**src/rtl/rom_arb_pkg.sv**
```systemverilog
// Shared types and default widths for the character-ROM arbiter slice.
package rom_arb_pkg;
  localparam int unsigned ROM_ADDR_W   = 4;
  localparam int unsigned ROM_DATA_W   = 8;
  localparam int unsigned READ_LAT_MAX = 4;
  localparam int unsigned LAT_CNT_W    = $clog2(READ_LAT_MAX);

  typedef enum logic [1:0] {IDLE, ISSUE, WAIT, RESP} rom_arb_state_t;
endpackage

```
**src/rtl/rom_rr_pick.sv**
```systemverilog
// Two-way round-robin picker: on a tie, the client that did not win last time wins.
module rom_rr_pick (
  input  logic [1:0] req,
  input  logic       last_grant,
  output logic       gnt_valid,
  output logic       gnt_idx
);
  assign gnt_valid = |req;
  assign gnt_idx   = (req == 2'b11) ? ~last_grant : req[1];
endmodule

```
**src/rtl/rom_arbiter.sv**
```systemverilog
// Round-robin arbiter and read sequencer placing two clients onto one synchronous ROM.
module rom_arbiter
  import rom_arb_pkg::*;
#(
  parameter int unsigned ADDR_W   = ROM_ADDR_W,
  parameter int unsigned DATA_W   = ROM_DATA_W,
  parameter int unsigned READ_LAT = 1
) (
  input  logic              clk,
  input  logic              reset_n,
  input  logic              req0,
  input  logic [ADDR_W-1:0] addr0,
  output logic              ack0,
  output logic [DATA_W-1:0] rdata0,
  input  logic              req1,
  input  logic [ADDR_W-1:0] addr1,
  output logic              ack1,
  output logic [DATA_W-1:0] rdata1,
  output logic              busy,
  output logic [ADDR_W-1:0] ROM_addr,
  output logic              ROM_re,
  output logic              ROM_ce,
  input  logic [DATA_W-1:0] ROM_data
);
  rom_arb_state_t       state_q, state_d;
  logic                 last_grant_q, last_grant_d;
  logic                 grant_q, grant_d;
  logic [ADDR_W-1:0]    addr_q, addr_d;
  logic [LAT_CNT_W-1:0] cnt_q, cnt_d;
  logic [DATA_W-1:0]    rdata0_q, rdata0_d;
  logic [DATA_W-1:0]    rdata1_q, rdata1_d;
  logic                 gnt_valid, gnt_idx;

  rom_rr_pick u_pick (
    .req        ({req1, req0}),
    .last_grant (last_grant_q),
    .gnt_valid  (gnt_valid),
    .gnt_idx    (gnt_idx)
  );

  always_ff @(posedge clk or negedge reset_n) begin
    if (!reset_n) begin
      state_q      <= IDLE;
      last_grant_q <= 1'b1;
      grant_q      <= 1'b0;
      addr_q       <= '0;
      cnt_q        <= '0;
      rdata0_q     <= '0;
      rdata1_q     <= '0;
    end else begin
      state_q      <= state_d;
      last_grant_q <= last_grant_d;
      grant_q      <= grant_d;
      addr_q       <= addr_d;
      cnt_q        <= cnt_d;
      rdata0_q     <= rdata0_d;
      rdata1_q     <= rdata1_d;
    end
  end

  always_comb begin
    state_d      = state_q;
    last_grant_d = last_grant_q;
    grant_d      = grant_q;
    addr_d       = addr_q;
    cnt_d        = cnt_q;
    rdata0_d     = rdata0_q;
    rdata1_d     = rdata1_q;
    case (state_q)
      IDLE: begin
        if (gnt_valid) begin
          grant_d      = gnt_idx;
          last_grant_d = gnt_idx;
          addr_d       = gnt_idx ? addr1 : addr0;
          state_d      = ISSUE;
        end
      end
      ISSUE: begin
        cnt_d   = LAT_CNT_W'(READ_LAT - 1);
        state_d = WAIT;
      end
      WAIT: begin
        if (cnt_q == '0) begin
          if (grant_q) rdata1_d = ROM_data;
          else         rdata0_d = ROM_data;
          state_d = RESP;
        end else begin
          cnt_d = cnt_q - LAT_CNT_W'(1);
        end
      end
      RESP:    state_d = IDLE;
      default: state_d = IDLE;
    endcase
  end

  // Strobes depend only on registered state so client inputs never reach the pins.
  always_comb begin
    ROM_ce = 1'b0;
    ROM_re = 1'b0;
    ack0   = 1'b0;
    ack1   = 1'b0;
    busy   = (state_q != IDLE);
    case (state_q)
      ISSUE: begin
        ROM_ce = 1'b1;
        ROM_re = 1'b1;
      end
      RESP: begin
        ack0 = ~grant_q;
        ack1 = grant_q;
      end
      default: ;
    endcase
  end

  assign ROM_addr = addr_q;
  assign rdata0   = rdata0_q;
  assign rdata1   = rdata1_q;
endmodule

```
**config.mk**
```make
export PLATFORM = sky130hd
export DESIGN_NAME = rom_arbiter
export DESIGN_NICKNAME = d
export VERILOG_FILES = /design/src/rtl/rom_arb_pkg.sv /design/src/rtl/rom_rr_pick.sv /design/src/rtl/rom_arbiter.sv
export SDC_FILE = /design/constraint.sdc
export NUM_CORES = 1
export LEC_CHECK = 0
export ABC_AREA = 1
export CAP_MARGIN = 20
export CORE_MARGIN = 3
export CORE_UTILIZATION = 29
export CTS_CLUSTER_DIAMETER = 80
export DETAILED_ROUTE_END_ITERATION = 8
export PLACE_DENSITY_LB_ADDON = 0.25
export SYNTH_ARGS = -nofsm -noshare
export SYNTH_HDL_FRONTEND = slang
export SYNTH_SLANG_ARGS = --single-unit
```
**constraint.sdc**
```tcl
create_clock -name clk -period 3 [get_ports clk]
set_input_delay 0.3 -clock clk [delete_from_list [all_inputs] [get_ports clk]]
set_output_delay 0.3 -clock clk [all_outputs]
set_load 0.01 [all_outputs]
```
---- Word-level counts from Yosys, hierarchy flattened ----
Index checks and enable logic that the tools add are counted.
W data, S select, Z words.
word-level totals
  bits of input ports ..................... 20
  RAM bits ................................ 0
  bits in read-only memories .............. 0
  logic and storage cells ................. 37
  register bits after elaboration ......... 26
  memories ................................ 0
  latch bits .............................. 0
cells by class
  $add $sub $neg .......................... 1
  $lt $le $gt $ge ......................... 0
  multiply operators ...................... 0
  bitwise gates (word level) .............. 2
  multiplexer cells ....................... 10
  reduce and logical (&&, ||, !) cells .... 10
  eq/ne operators ......................... 7
  divide/modulo/power cells ............... 0
  shift-type cells ........................ 0
operator list
  kind                   number
  $pmux W2 S4            1
  $eq A2 B2 Y1 const B   3
  $mux W2                3
  $ne A2 B2 Y1 const B   3
  $reduce_and A2 Y1      3
  $reduce_and A3 Y1      2
  $logic_not A2 Y1       2
  $mux W1                4
  $mux W4                1
  $pmux W2 S2            1
  $reduce_bool A2 Y1     2
  $eq A2 B1 Y1 const B   1
  $not A1 Y1             2
  $reduce_or A2 Y1       1
  $sub A2 B1 Y2 const B  1

---- Logic depth before layout (Yosys ltp) ----
  depth in word-level cells ............... 3
  mapped depth ............................ 7
  gate-level depth less buffers ........... 7

---- By module ----
A second synthesis with hierarchy kept.
second synthesis, totals
  cell total of the unflattened synthesis .. 153
  area, all modules ....................... 1252.5 sq um
by module, submodules not included
  module       area each (sq um)  seq. area each (sq um)  cells an instance  times used
  rom_arbiter  1237.4             651.9                   150                1
  rom_rr_pick  15.0               0.0                     3                  1

---- Least setup slack after synthesis ----
OpenSTA, ideal clock, no wires.
  kind .................................... register -> register
  start ................................... register state_q[0]
  end ..................................... register rdata0_q[2], in the netlist rdata0[2]
  data required time ...................... 2.882 ns
  setup slack ............................. 1.707 ns
  cell stages (with the launch flop) ...... 7
  setup time .............................. 0.118 ns
  data arrival time ....................... 1.174 ns
  buffers on the path ..................... 1
  path through ............................ dfrtp_1 inv_1 ha_1 nand3_2 buf_6 nand2_1 o21ai_2
between the ends
  longest elaborated chain between the ends .. 2
RTL lines
  element                      line               source
  from (decl)                  rom_arbiter.sv:25  rom_arb_state_t state_q, state_d;
  from (signal assigned)       rom_arbiter.sv:51  state_q <= state_d;
  $eq A2 B2 Y1                 rom_arbiter.sv:69  case (state_q)
  $reduce_and A3 Y1 (no line)  -
  to (signal assigned)         rom_arbiter.sv:56  rdata0_q <= rdata0_d;
  to (decl)                    rom_arbiter.sv:30  logic [DATA_W-1:0] rdata0_q, rdata0_d;
Every way passes these cells.
A chain may end at the register's enable or synchronous reset.

---- Worst setup path after layout ----
  start ................................... register state_q[0]
  end ..................................... output busy
between the ends
  longest elaborated chain between the ends .. 1
RTL lines
  element             line                source
  $reduce_bool A2 Y1  rom_arbiter.sv:102  busy = (state_q != IDLE);
  to (decl)           rom_arbiter.sv:19   output logic busy,
Every way passes these cells.

==> results.sh <==
export IMPL_fin_crit_ns=1.921
export IMPL_fmax_mhz=520.5
export IMPL_dp_hpwl_um=2090
export IMPL_power_leakage_nw=0.9020
export IMPL_drtPass1Iterations=4
export IMPL_hold_class="in -> async"
export IMPL_numCtsBuffers=3
export IMPL_rr_endpoint="rdata0[5]$_DFFE_PN0P_"
export IMPL_p_per_area_nw_per_um2=965.1
export IMPL_grt_pass1_vias=1077
export IMPL_start_util_pct=30.80
export IMPL_tns_ns=0
export IMPL_drt_iter0_markers=40
export IMPL_clk_pin_slew_ns=0.09
export IMPL_grt_max_degree=27
export IMPL_numClockSinks=26
export IMPL_avgRoutedWirePerCell_um=11.60
export IMPL_sequentialPowerShare_pct=35.7
export IMPL_overflow=0
export IMPL_finalClockSkew_ns=0.005945
export IMPL_ir_drop_mv=0.3374
export IMPL_place_gp_congestion=0.8964
export IMPL_clk_latency_ns=0.27
export IMPL_cp_required_ns=2.70
export IMPL_netlist_instances=141
export IMPL_power_frac_comb_pct=51.5
export IMPL_slew_violations=0
export IMPL_grt_pass1_wl_um=4657
export IMPL_antenna_found_initial=0
export IMPL_hold_buffers=0
export IMPL_dp_slack_ns=1.361
export IMPL_coreArea_um2=4115
export IMPL_critPathKind="reg -> out"
export IMPL_cts_setup_buffers=0
export IMPL_synth_top_area_cell="dfrtp_1"
export IMPL_routed_wl_um=2750
export IMPL_clkPwrFrac_pct=12.8
export IMPL_switchingPower_mw=0.6401
export IMPL_yosys_warnings=0
export IMPL_nets=214
export IMPL_crit_path_start="state_q[0]$_DFFE_PN0P_"
export IMPL_status="complete, no violations"
export IMPL_internal_power_mw=1.100
export IMPL_drive_above_1_share_pct=13.37
export IMPL_diodes=0
export IMPL_crit_fanout=4
export IMPL_ys_seq_area_share_pct=51.43
export IMPL_fin_crit_sh_pct=64.04
export IMPL_finalPower_mw=1.740
export IMPL_yosys_top_cells_area="dfrtp_1 49%, nand2_1 12%, o21ai_2 9.7%"
export IMPL_reg2reg_from="state_q[0]$_DFFE_PN0P_"
export IMPL_rsz0062_at_grt="no"
export IMPL_switching_share_pct=36.79
export IMPL_vias_per_cell=4.312
export IMPL_cts_root_buffer="clkbuf_8"
export IMPL_synth_nets=167
export IMPL_drc=0
export IMPL_num_rows=23
export IMPL_reg2regPathDepth=5
export IMPL_n_fill_cell=398
export IMPL_die_h_um=72.11
export IMPL_arrival_ns=1.62
export IMPL_cts_tree="yes"
export IMPL_syn_area_um2=1267
export IMPL_drv_cap=0
export IMPL_num_vias=1022
export IMPL_clockBufferDepth=2
export IMPL_final_hold_viol_count=0
export IMPL_max_slew_margin_rel_pct=73.80
export IMPL_dieArea_um2=5200
export IMPL_finalSetupViolCount=0
export IMPL_h_tree_depth=1
export IMPL_cts_resized=0
export IMPL_endpoint_kind="output port"
export IMPL_layout_setup_ws_ns=1.079
export IMPL_num_io_pins=45
export IMPL_tightest_slew_ns=0.3925
export IMPL_die_w_um=72.11
export IMPL_netlist_area_leader_share_pct=49.36
export IMPL_grt_usage_pct=11.43
export IMPL_synth_seq_cells=26
export IMPL_portBuffers=44
export IMPL_antenna_left=0
export IMPL_r2r_setup_slack_ns=1.40
export IMPL_start_kind="register"
export IMPL_postSynthAreaPerCell_um2=8.989
export IMPL_critPathCapture="busy"
export IMPL_synth_distinct_cells=16
export IMPL_syn_to_final_growth_pct=42.25
## flip-flops by register name, summed over array words and instances (netlist names)
signal	cells
grant_q	1
rdata1	8
rdata0	8
state_q	2
cnt_q	2
ROM_addr	4
last_grant_q	1
## logic make-up after synthesis
group	share of synthesized area, %
flip-flops	51.43
AND/OR/NAND/NOR	20.53
adder cells (fa/ha/maj)	5.923
buffers and inverters	10.37
AO/OA/AOI/OAI	11.75
## final cells by class
type / instances / area, um2 / area share [%]
Sequential cell: 26 / 651.9 / 36.16
Multi-Input combinational cell: 85 / 484.2 / 26.86
Timing Repair Buffer: 45 / 447.9 / 24.84
Inverter: 27 / 101.3 / 5.621
Tap cell: 50 / 62.56 / 3.470
Clock buffer: 4 / 55.05 / 3.053
## synth_stat cells
library cell and count:
o21ai_1 2, dfrtp_1 25, nand3_1 12, nor2_1 1, buf_6 2, ha_1 6, o22ai_1 1, buf_4 1
nand2_1 42, nor2_2 2, nand3_2 2, dfstp_2 1, o21ai_2 14, o21ai_0 2, inv_1 27, or2_2 1
## worst min path at each step
stage	from	end	slack (ns)	cells past startpoint
after floorplan	reset_n	ROM_addr[0]$_DFFE_PN0P_	0.004	0
after global routing	reset_n	ROM_addr[2]$_DFFE_PN0P_	0.43	2
after global placement	last_grant_q$_DFFE_PN1P_	last_grant_q$_DFFE_PN1P_	0.47	2
after detailed placement	last_grant_q$_DFFE_PN1P_	last_grant_q$_DFFE_PN1P_	0.46	2
after CTS	reset_n	ROM_addr[3]$_DFFE_PN0P_	0.41	2
final	reset_n	rdata0[2]$_DFFE_PN0P_	0.40	2
## metal layers
layer / vias to the layer above / GRT usage [%] / share of wire [%]
li1: 524 / - / -
met1: 455 / 14.27 / 47
met3: 5 / 2.770 / 7.3
met5: - / 0 / 0
met4: 0 / 5.428 / 1.6
met2: 38 / 18.50 / 44
## layout by cell type, fill, tap and decap left out
cell / instances
clkdlybuf4s50_1: 44
nand2_1: 42
inv_1: 27
dfrtp_1: 25
o21ai_2: 14
nand3_1: 12
ha_1: 6
clkbuf_8: 4
nand3_2: 2
o21ai_1: 2
nor2_2: 2
o21ai_0: 2
nor2_1: 1
or2_2: 1
o22ai_1: 1
dfstp_2: 1
buf_4: 1
## through the flow
step | hold WS, ns | instance area, um2 | util, % | instances
after detailed placement | 0.4647 | 1748 | 42.47 | 233
final | 0.3978 | 1803 | 43.81 | 237
after global placement | 0.4658 | 1748 | 42.47 | 233
after floorplan | 0.004409 | 1267 | - | 141
after global routing | 0.4346 | 1803 | 43.81 | 237
after CTS | 0.4082 | 1803 | 43.81 | 237
## power by group through the flow
stage	Combinational (mW)	Sequential, mW	Clock (mW)
global route	0.997	0.643	0.247
finish	0.896	0.621	0.223
global placement	0.890	0.625	0
floorplan	0.441	0.675	0
detailed placement	0.913	0.627	0
CTS	0.918	0.624	0.234
## worst max-delay path: stages, from the launching register on
cell and delay, ns:
dfrtp_1 0.40, inv_1 0.10, ha_1 0.23, inv_1 0.09, clkdlybuf4s50_1 0.54
(Power assumes the default switching activity.)
